## src/rtl/br_resolve_unit_pkg.sv

```systemverilog
// br_resolve_unit_pkg: shared types and opcodes for branch resolution.
package br_resolve_unit_pkg;
   localparam logic [6:0] op_br   = 7'b1100011;
   localparam logic [6:0] op_jal  = 7'b1101111;
   localparam logic [6:0] op_jalr = 7'b1100111;
   typedef struct packed {
      logic [31:0] pc;
      logic        dir;
      logic [31:0] tgt;
   } brq_entry_t;
   typedef enum logic {BRR_RUN, BRR_RECOVER} brr_state_t;
   function automatic logic [31:0] fall_thru(input logic [31:0] pc);
      return pc + 32'd4;
   endfunction
endpackage

```

## src/rtl/br_resolve_unit_pred_queue.sv

```systemverilog
// br_pred_queue: in-order FIFO of fetch-time predictions with flash clear.
module br_pred_queue
   import br_resolve_unit_pkg::*;
#(
   parameter int DEPTH = 4
) (
   input  logic                     clk,
   input  logic                     rst_n,
   input  logic                     push,
   input  logic                     pop,
   input  logic                     clear,
   input  brq_entry_t               push_data,
   output brq_entry_t               head,
   output logic [$clog2(DEPTH):0]   count,
   output logic                     full
);
   localparam int AW = $clog2(DEPTH);
   localparam int CW = AW + 1;
   brq_entry_t mem [DEPTH];
   logic [AW-1:0] wp, rp;
   logic do_push, do_pop;
   assign full    = count == CW'(DEPTH);
   assign do_push = push & !full;
   assign do_pop  = pop & (count != '0);
   assign head    = mem[rp];
   always_ff @(posedge clk or negedge rst_n) begin
      if (!rst_n) begin
         wp    <= '0;
         rp    <= '0;
         count <= '0;
      end else if (clear) begin
         wp    <= '0;
         rp    <= '0;
         count <= '0;
      end else begin
         if (do_push) wp <= wp + AW'(1);
         if (do_pop) rp <= rp + AW'(1);
         count <= count + CW'(do_push) - CW'(do_pop);
      end
   end
   always_ff @(posedge clk) begin
      if (do_push && !clear) mem[wp] <= push_data;
   end
endmodule

```

## src/rtl/br_resolve_unit.sv

```systemverilog
// br_resolve_unit: checks queued predictions against EX/MEM outcomes, flushes and trains.
// Optional BR_RESOLVE_PERF_EN adds resolved/mispredict counters.
module br_resolve_unit
   import br_resolve_unit_pkg::*;
#(
   parameter int DEPTH          = 4,
   parameter int RECOVER_CYCLES = 2
) (
   input  logic        clk,
   input  logic        rst_n,
   input  logic        stall,
   input  logic        push_valid,
   input  logic [31:0] push_pc,
   input  logic        push_pred_dir,
   input  logic [31:0] push_pred_tgt,
   output logic        push_ready,
   input  logic        res_valid,
   input  logic [31:0] res_pc,
   input  logic [6:0]  res_opcode,
   input  logic        res_br_en,
   input  logic [31:0] res_tgt,
   output logic        flush,
   output logic [31:0] redirect_pc,
   output logic        upd_valid,
   output logic [31:0] upd_pc,
   output logic [6:0]  upd_opcode,
   output logic        upd_br_en,
   output logic [31:0] perf_resolved,
   output logic [31:0] perf_mispredict
);
   localparam int CW = $clog2(DEPTH) + 1;
   localparam int RW = RECOVER_CYCLES > 1 ? $clog2(RECOVER_CYCLES) : 1;
   brr_state_t     state;
   logic [RW-1:0]  rcnt;
   brq_entry_t     head;
   logic [CW-1:0]  count;
   logic           full, empty, run, push_en, res_en, mis;
   assign run        = state == BRR_RUN;
   assign empty      = count == '0;
   assign push_ready = run & !full;
   assign push_en    = push_valid & push_ready & !stall;
   assign res_en     = res_valid & !stall & run;
   // An empty queue means fetch fell through, so any resolution there is a mispredict.
   assign mis = res_en & (empty | head.pc != res_pc | head.dir != res_br_en |
                          (res_br_en & head.tgt != res_tgt));
   br_pred_queue #(.DEPTH(DEPTH)) u_q (
      .clk       (clk),
      .rst_n     (rst_n),
      .push      (push_en & !mis),
      .pop       (res_en),
      .clear     (mis),
      .push_data ('{pc: push_pc, dir: push_pred_dir, tgt: push_pred_tgt}),
      .head      (head),
      .count     (count),
      .full      (full)
   );
   always_ff @(posedge clk or negedge rst_n) begin
      if (!rst_n) begin
         state       <= BRR_RUN;
         rcnt        <= '0;
         flush       <= 1'b0;
         redirect_pc <= '0;
      end else begin
         flush <= mis;
         if (mis) redirect_pc <= res_br_en ? res_tgt : fall_thru(res_pc);
         if (run) begin
            if (mis) begin
               state <= BRR_RECOVER;
               rcnt  <= '0;
            end
         end else if (!stall) begin
            if (rcnt == RW'(RECOVER_CYCLES - 1)) state <= BRR_RUN;
            rcnt <= rcnt + RW'(1);
         end
      end
   end
   always_ff @(posedge clk or negedge rst_n) begin
      if (!rst_n) begin
         upd_valid  <= 1'b0;
         upd_pc     <= '0;
         upd_opcode <= '0;
         upd_br_en  <= 1'b0;
      end else begin
         upd_valid <= res_en;
         if (res_en) begin
            upd_pc     <= res_pc;
            upd_opcode <= res_opcode;
            upd_br_en  <= res_br_en;
         end
      end
   end
`ifdef BR_RESOLVE_PERF_EN
   always_ff @(posedge clk or negedge rst_n) begin
      if (!rst_n) begin
         perf_resolved   <= '0;
         perf_mispredict <= '0;
      end else begin
         perf_resolved   <= perf_resolved + 32'(res_en);
         perf_mispredict <= perf_mispredict + 32'(mis);
      end
   end
`else
   assign perf_resolved   = '0;
   assign perf_mispredict = '0;
`endif
endmodule

```

## config.mk

```make
export PLATFORM = sky130hd
export DESIGN_NAME = br_resolve_unit
export DESIGN_NICKNAME = d
export VERILOG_FILES = /design/src/rtl/br_resolve_unit_pkg.sv /design/src/rtl/br_resolve_unit_pred_queue.sv /design/src/rtl/br_resolve_unit.sv
export SDC_FILE = /design/constraint.sdc
export NUM_CORES = 1
export LEC_CHECK = 0
export ABC_AREA = 1
export CAP_MARGIN = 20
export CORE_MARGIN = 4
export CORE_UTILIZATION = 46
export DETAILED_ROUTE_END_ITERATION = 10
export HOLD_SLACK_MARGIN = 0.12
export PLACE_DENSITY_LB_ADDON = 0.25
export SKIP_CTS_REPAIR_TIMING = 1
export SKIP_LAST_GASP = 1
export SLEW_MARGIN = 20
export SYNTH_ARGS = -nofsm -noshare
export SYNTH_HDL_FRONTEND = slang
export SYNTH_HIERARCHICAL = 1
export SYNTH_SLANG_ARGS = --single-unit
```

## constraint.sdc

```tcl
create_clock -name clk -period 6.9 [get_ports clk]
set_input_delay 1.38 -clock clk [delete_from_list [all_inputs] [get_ports clk]]
set_output_delay 1.38 -clock clk [all_outputs]
set_load 0.01 [all_outputs]
```

==> reports/results.txt, run 1 <==
Status -> finished clean
WP data required -> 7030 ps
R2R depth -> 20
Worst Skew -> 17.6 ps
Fin crit period -> 5210 ps
CP Depth -> 20
CTS Buffer Depth -> 3
Crit path largest cell delay -> 760 ps
Post-synth top area cell -> edfxtp_1
Synthesized area -> 0.0156 mm²
Worst-path maximum fanout -> 131
CTS Buf Count -> 37
Maxcap violations -> 0
Most Frequent Cell on Critical Path -> nand2_1
First-pass GRT wire length -> 63200 µm
RSZ-0062 raised after global routing -> false
N_diodes -> 0
Area fraction in compound gates after synthesis -> 9.85%
Power per cell area -> 353 mW/mm²
Routed vias -> 11400
Worst-path cell with the longest stage delay -> buf_4
Most frequent cell after synthesis -> edfxtp_1
Synth top area share -> 49.9%
Largest family of logic cells by synthesized area -> simple AND/OR/NAND/NOR gates
DRC -> 0
Syn Area/Cell -> 10.6 µm²
Port Buf Inserts -> 216
Hold path depth -> 2
Synth Area in Simple Gates -> 14.1%
Critical path's top delay family -> buffers and inverters
Final Hold Fails -> 0
Core ar. -> 0.0335 mm²
Post-DP HPWL -> 30300 µm
Die H -> 192 µm
XOR/XNOR Fraction of Synth Area -> 2.97%
Critical Path AT -> 5350 ps
Clk root buf -> clkbuf_16
Netlist cell types -> 46
Detailed Routing Iterations Pass 1 -> 6
Largest net degree at the start of global routing -> 132
Mux contribution to synthesized area -> 0.448%
Share of cells above drive strength 1 -> 5.58%
Post-synthesis register bit count -> 343
Leakage -> 0.00739 µW
Worst path cell trace -> inv_6, o21ai_0, o22ai_1, inv_1, nand2_1, nand2_1, inv_1, nand2_1, nor2_1, nand2_1, nor2_1, nand3_1, nand2_1, nand2_2, nand2_4, inv_2, nor2_1, nand3_1, nor2_4, buf_4
ANT nets after route -> 0
Startpoint Class -> flop
CTS Sinks -> 343
Clock Pin Slew Worst Setup and Hold Paths -> 60 ps
Synth Flop Type -> edfxtp_1
Final cell count without fillers -> 2151
# IOs -> 281
Final period utilization -> 75.5%
Final Max Tran Viols -> 0
Gate Count Post-Synth -> 1473
Setup tns final -> 0 ps
Initial core utilization -> 46.6%
Detailed Route WL -> 44100 µm
Area grow syn2layout -> 21.6%
Wire length per cell -> 20.5 µm
Fmax -> 192 MHz
EDFF count, synth -> 260
GR Util All Layers -> 22.9%
Max-Slew Margin vs Limit -> 28.0%
Number of global-route vias before repair -> 10400
Dpl cells -> 2083
Placer congestion estimate -> 0.948
Drt first-iter violations -> 892
Via density -> 5.28
# setup viols final -> 0
Reg-to-reg setup timing slack -> 1690 ps
Seq/Total Area, Yosys -> 63.2%
Asr flop ratio synth -> 24.2%
Htree depth -> 2
Grt total ovfl -> 0
Crit path buffers/inverters -> 5
Yosys warnings -> 6
Worst-Skew Late Latency -> 530 ps
Largest cells by area after synthesis -> edfxtp_1 (50%), dfrtp_1 (13%), nand2_1 (6.2%)
Post-Synth Adder-Cell Area -> 0.688%
Peak VDD IR -> 235 µV
Die footprint -> 0.0370 mm²
Nets -> 1824
Commonest cells in the synthesized netlist -> edfxtp_1 (260), nand2_1 (257), nor2_1 (203)
Critical path endpoint category -> flop
Die width -> 192 µm
Hold Crit Class -> flop to flop
Worst-Margin Slew -> 1080 ps
Critical path type -> flop to flop
Initial antenna violation count -> 0
CTS tree -> built
Num rows -> 67
==> routing by layer <==
metal | vias up | track usage, % | wire length, µm
li1 | 5291 | - | -
met5 | - | 0 | 0
met1 | 5388 | 30.5 | 17500
met3 | 84 | 3.18 | 3580
met4 | 0 | 8.37 | 1680
met2 | 588 | 38.6 | 21300
==> worst min-delay path, cell delays in order (launching register included) <==
cell and delay, ps:
dfrtp_1 350, nand2_1 50, nand2_1 40
==> flip-flops by register name, indices dropped and copies added (netlist names), 2 cells and up <==
register	count
u_q/wp	2
upd_opcode	7
u_q/mem	260
upd_pc	32
redirect_pc	32
u_q/count	3
u_q/rp	2
==> cell usage in the layout (no fill, tap or decap), types with 49 or more instances in the layout <==
master           instances
edfxtp_1               260
dfrtp_1                 82
nor2_1                 199
conb_1                  64
o21ai_1                 49
nand2_1                256
clkdlybuf4s50_1        214
inv_1                   99
o22ai_1                 66
o21ai_0                158
==> cells by family after synthesis <==
kind of cell    Yosys count
compound gates          287
xor+xnor                 53
fa+ha+maj                 8
buf+inv                 236
flops                   343
mux                       7
other cells               1
simple gates            538
==> layout make-up <==
cell class | instances | area (µm²)
Inverter | 106 | 403
Timing Repair Buffer | 229 | 2280
Clock buffer | 55 | 1040
Tap cell | 448 | 561
Sequential cell | 343 | 9890
Clock inverter | 13 | 194
Multi-Input combinational cell | 957 | 4660
Fill cell | 2864 | 14500
==> where the power goes <==
| group | internal [µW] | switching [µW] | leakage [µW] |
|---|---|---|---|
| Combinational | 839 | 1160 | 0.00342 |
| Sequential | 2530 | 183 | 0.00338 |
| Clock | 1210 | 792 | 0.000595 |
==> worst paths after layout <==
| path | to | start |
|---|---|---|
| max reg2reg | u_q/mem[1][9] | u_q/rp[0] |
| min | redirect_pc[15] | redirect_pc[15] |
| min reg2reg | redirect_pc[15] | redirect_pc[15] |
| max | u_q/mem[1][9] | u_q/rp[0] |
| max in group asynchronous | u_q/rp[0] | rst_n |
| min in group asynchronous | upd_opcode[2] | rst_n |
==> metrics by stage <==
step	total power (µW)	setup slack (ps)	util (%)	cell area (µm²)	hold slack, ps
after floorplan	3920	1000	-	15900	476
after global placement	4720	1720	53.0	17800	462
after detailed placement	4750	1650	53.0	17800	464
after CTS	6750	1750	56.7	19000	480
after global routing	7060	1310	56.7	19000	493
final	6710	1690	56.7	19000	473
Note: power is estimated with default switching activity, not from simulation.
==> run 2, diff against run 1 <==
==> constraint.sdc (replaced) <==
create_clock -name clk -period 4.6 [get_ports clk]
set_input_delay 0.92 -clock clk [delete_from_list [all_inputs] [get_ports clk]]
set_output_delay 0.92 -clock clk [all_outputs]
set_load 0.01 [all_outputs]
==> reports/results.txt, run 2 (same netlist as run 1, synthesis figures left out) <==
Fin crit period -> 4270 ps (-936 ps)
Dpl cells -> 2101 (+0.86%)
Peak VDD IR -> 270 µV (+15%)
Hold Crit Class -> flop to flop
Most frequent cells in the layout -> edfxtp_1 (260), nand2_1 (256), clkdlybuf4s50_1 (214), nor2_1 (199), o21ai_0 (158)
Commonest non-fill, non-tap cell in the layout -> edfxtp_1
Clock Pin Slew Worst Setup and Hold Paths -> 60 ps (about the same)
Max-Slew Margin vs Limit -> 44.6% (+17 points)
Post-DP HPWL -> 31400 µm (+3.8%)
Maxcap violations -> 0 (unchanged)
Switching Fraction -> 32.2% (+0.41 points)
Final period utilization -> 92.9% (+17 points)
Biggest register -> u_q/mem
Sequential cell fraction of total power -> 40.7% (+0.3 points)
Comb power frac -> 30.8% (+1.0 points)
Drt first-iter violations -> 1000 (+12%)
# setup viols final -> 0 (unchanged)
DRC -> 0 (unchanged)
Critical path's top delay family -> simple AND/OR/NAND/NOR gates
Leakage -> 0.00749 µW (+1.4%)
Most Frequent Cell on Critical Path -> nor2_1
CTS Buf Count -> 37 (unchanged)
Worst path cell trace -> inv_6, buf_12, nor2_1, o22ai_1, nor2_1, nor4_1, nand3_1, nor2_2, nand2_2, nand2_4, inv_2, nor2_1, nand3_1, nor2_4, buf_12
Fillers -> 2819 (-1.6%)
Port Buf Inserts -> 216 (unchanged)
RSZ-0062 raised after global routing -> false
Core ar. -> 0.0335 mm² (unchanged)
GR Util All Layers -> 23.5% (+0.65 points)
Grt total ovfl -> 0 (unchanged)
Detailed Routing Iterations Pass 1 -> 5 (-1)
PnR worst setup slack -> 326 ps (-1360 ps)
Final cell count without fillers -> 2169 (+0.84%)
CTS Buffer Depth -> 3 (unchanged)
Initial core utilization -> 46.6% (unchanged)
Top flop regs -> u_q/mem: 260 flops, redirect_pc: 32 flops, upd_pc: 32 flops
ANT nets after route -> 0 (unchanged)
Die footprint -> 0.0370 mm² (unchanged)
Clock share of power -> 28.5% (-1.3 points)
P_sw -> 3230 µW (+51%)
Wire length per cell -> 20.5 µm (about the same)
Beginning of the critical path -> u_q/rp[0]
Number of global-route vias before repair -> 10700 (+2.6%)
CP endpoint -> u_q/mem[1][59]
Worst-path maximum fanout -> 55 (-58%)
Htree depth -> 2 (unchanged)
Critical Path AT -> 4450 ps (-900 ps)
Post-Place Worst Slack -> 299 ps (-1350 ps)
RR Endpoint -> u_q/mem[1][59]
Crit path buffers/inverters -> 4 (-1)
Share of cells above drive strength 1 -> 6.80% (+1.2 points)
Final Max Tran Viols -> 0 (unchanged)
Crit path largest cell delay -> 610 ps (-150 ps)
Fmax -> 234 MHz (+22%)
Int Power -> 6790 µW (+48%)
Core Util, Final -> 57.3% (+0.53 points)
Startpoint Class -> flop
Detailed Route WL -> 44400 µm (+0.74%)
# IOs -> 281 (unchanged)
Largest register FFs -> 260 (unchanged)
WP data required -> 4770 ps (-2260 ps)
Critical path type -> flop to flop
Worst-Skew Late Latency -> 520 ps (about the same)
Final Hold Fails -> 0 (unchanged)
Hold WS -> 480 ps (+7.43 ps)
Die width -> 192 µm (unchanged)
Reg2reg start -> u_q/rp[0]
Status -> finished clean
Critical path endpoint category -> flop
Num rows -> 67 (unchanged)
Placed cell areas -> 0.0180 mm² (+1.3%)
Clk root buf -> clkbuf_16
Placer congestion estimate -> 0.932 (-1.6%)
CTS Sinks -> 343 (unchanged)
Initial antenna violation count -> 1 (+1)
Routed vias -> 11300 (-0.63%)
Area grow syn2layout -> 22.8%
Worst-Margin Slew -> 831 ps (-248 ps)
Reg-to-reg setup timing slack -> 330 ps (-1360 ps)
Via density -> 5.20 (-1.5%)
R2R depth -> 15 (-25%)
Post-route cell area -> 0.0192 mm² (+0.93%)
Die H -> 192 µm (unchanged)
First-pass GRT wire length -> 65300 µm (+3.2%)
Worst Skew -> 12.2 ps (-5.39 ps)
Nets -> 1842 (+0.99%)
Worst-path cell with the longest stage delay -> dfrtp_4
Power per cell area -> 522 mW/mm² (+48%)
CTS tree -> built
CP Depth -> 15 (-25%)
Largest net degree at the start of global routing -> 76 (-42%)
-- run 2: area by class of cell --
cell class / count / area, µm² / area share (%)
flip-flops and latches: 343 / 9890 / 51.5
repair buffers: 247 / 2510 / 13.1
clock buffers: 46 / 1010 / 5.26
clock inverters: 21 / 166 / 0.867
multi-input cells: 957 / 4660 / 24.3
inverters: 106 / 403 / 2.10
diodes: 1 / 2.50 / 0.0130
well taps: 448 / 561 / 2.92
-- run 2: through the flow --
step	TNS (ps)	power [µW]
after floorplan	-220620	5880
after global placement	0	7170
after detailed placement	0	7220
after CTS	0	10100
after global routing	0	10600
final	0	10000
-- run 2: worst min path at each step --
stage,end,startpoint,depth (start not counted),slack (ps)
after floorplan,rcnt,rcnt,2,480
after global placement,redirect_pc[15],redirect_pc[15],2,460
after detailed placement,upd_pc[0],upd_pc[0],2,470
after CTS,upd_pc[0],upd_pc[0],2,480
after global routing,redirect_pc[28],redirect_pc[28],2,500
final,upd_pc[0],upd_pc[0],2,480
-- run 2: layer usage --
layer / up-vias / part of all wire, % / global-route usage, %
met5: - / 0 / 0
met4: 0 / 3.5 / 8.69
met3: 79 / 8.2 / 4.41
met2: 513 / 46 / 37.0
met1: 5357 / 42 / 33.0
li1: 5330 / - / -
-- run 2: tightest hold or removal path, stage by stage (launching register included) --
cell and delay (ps):
dfrtp_1 340, nand2_1 60, nand2_1 50
-- run 2: power groups by stage --
stage / Combinational (µW) / Clock, µW / Sequential (µW)
6_report: 3090 / 2850 / 4080
5_1_grt: 3400 / 3040 / 4150
4_1_cts: 3090 / 2910 / 4080
3_5_place_dp: 3080 / 0 / 4140
3_3_place_gp: 3030 / 0 / 4140
2_1_floorplan: 1670 / 0 / 4210
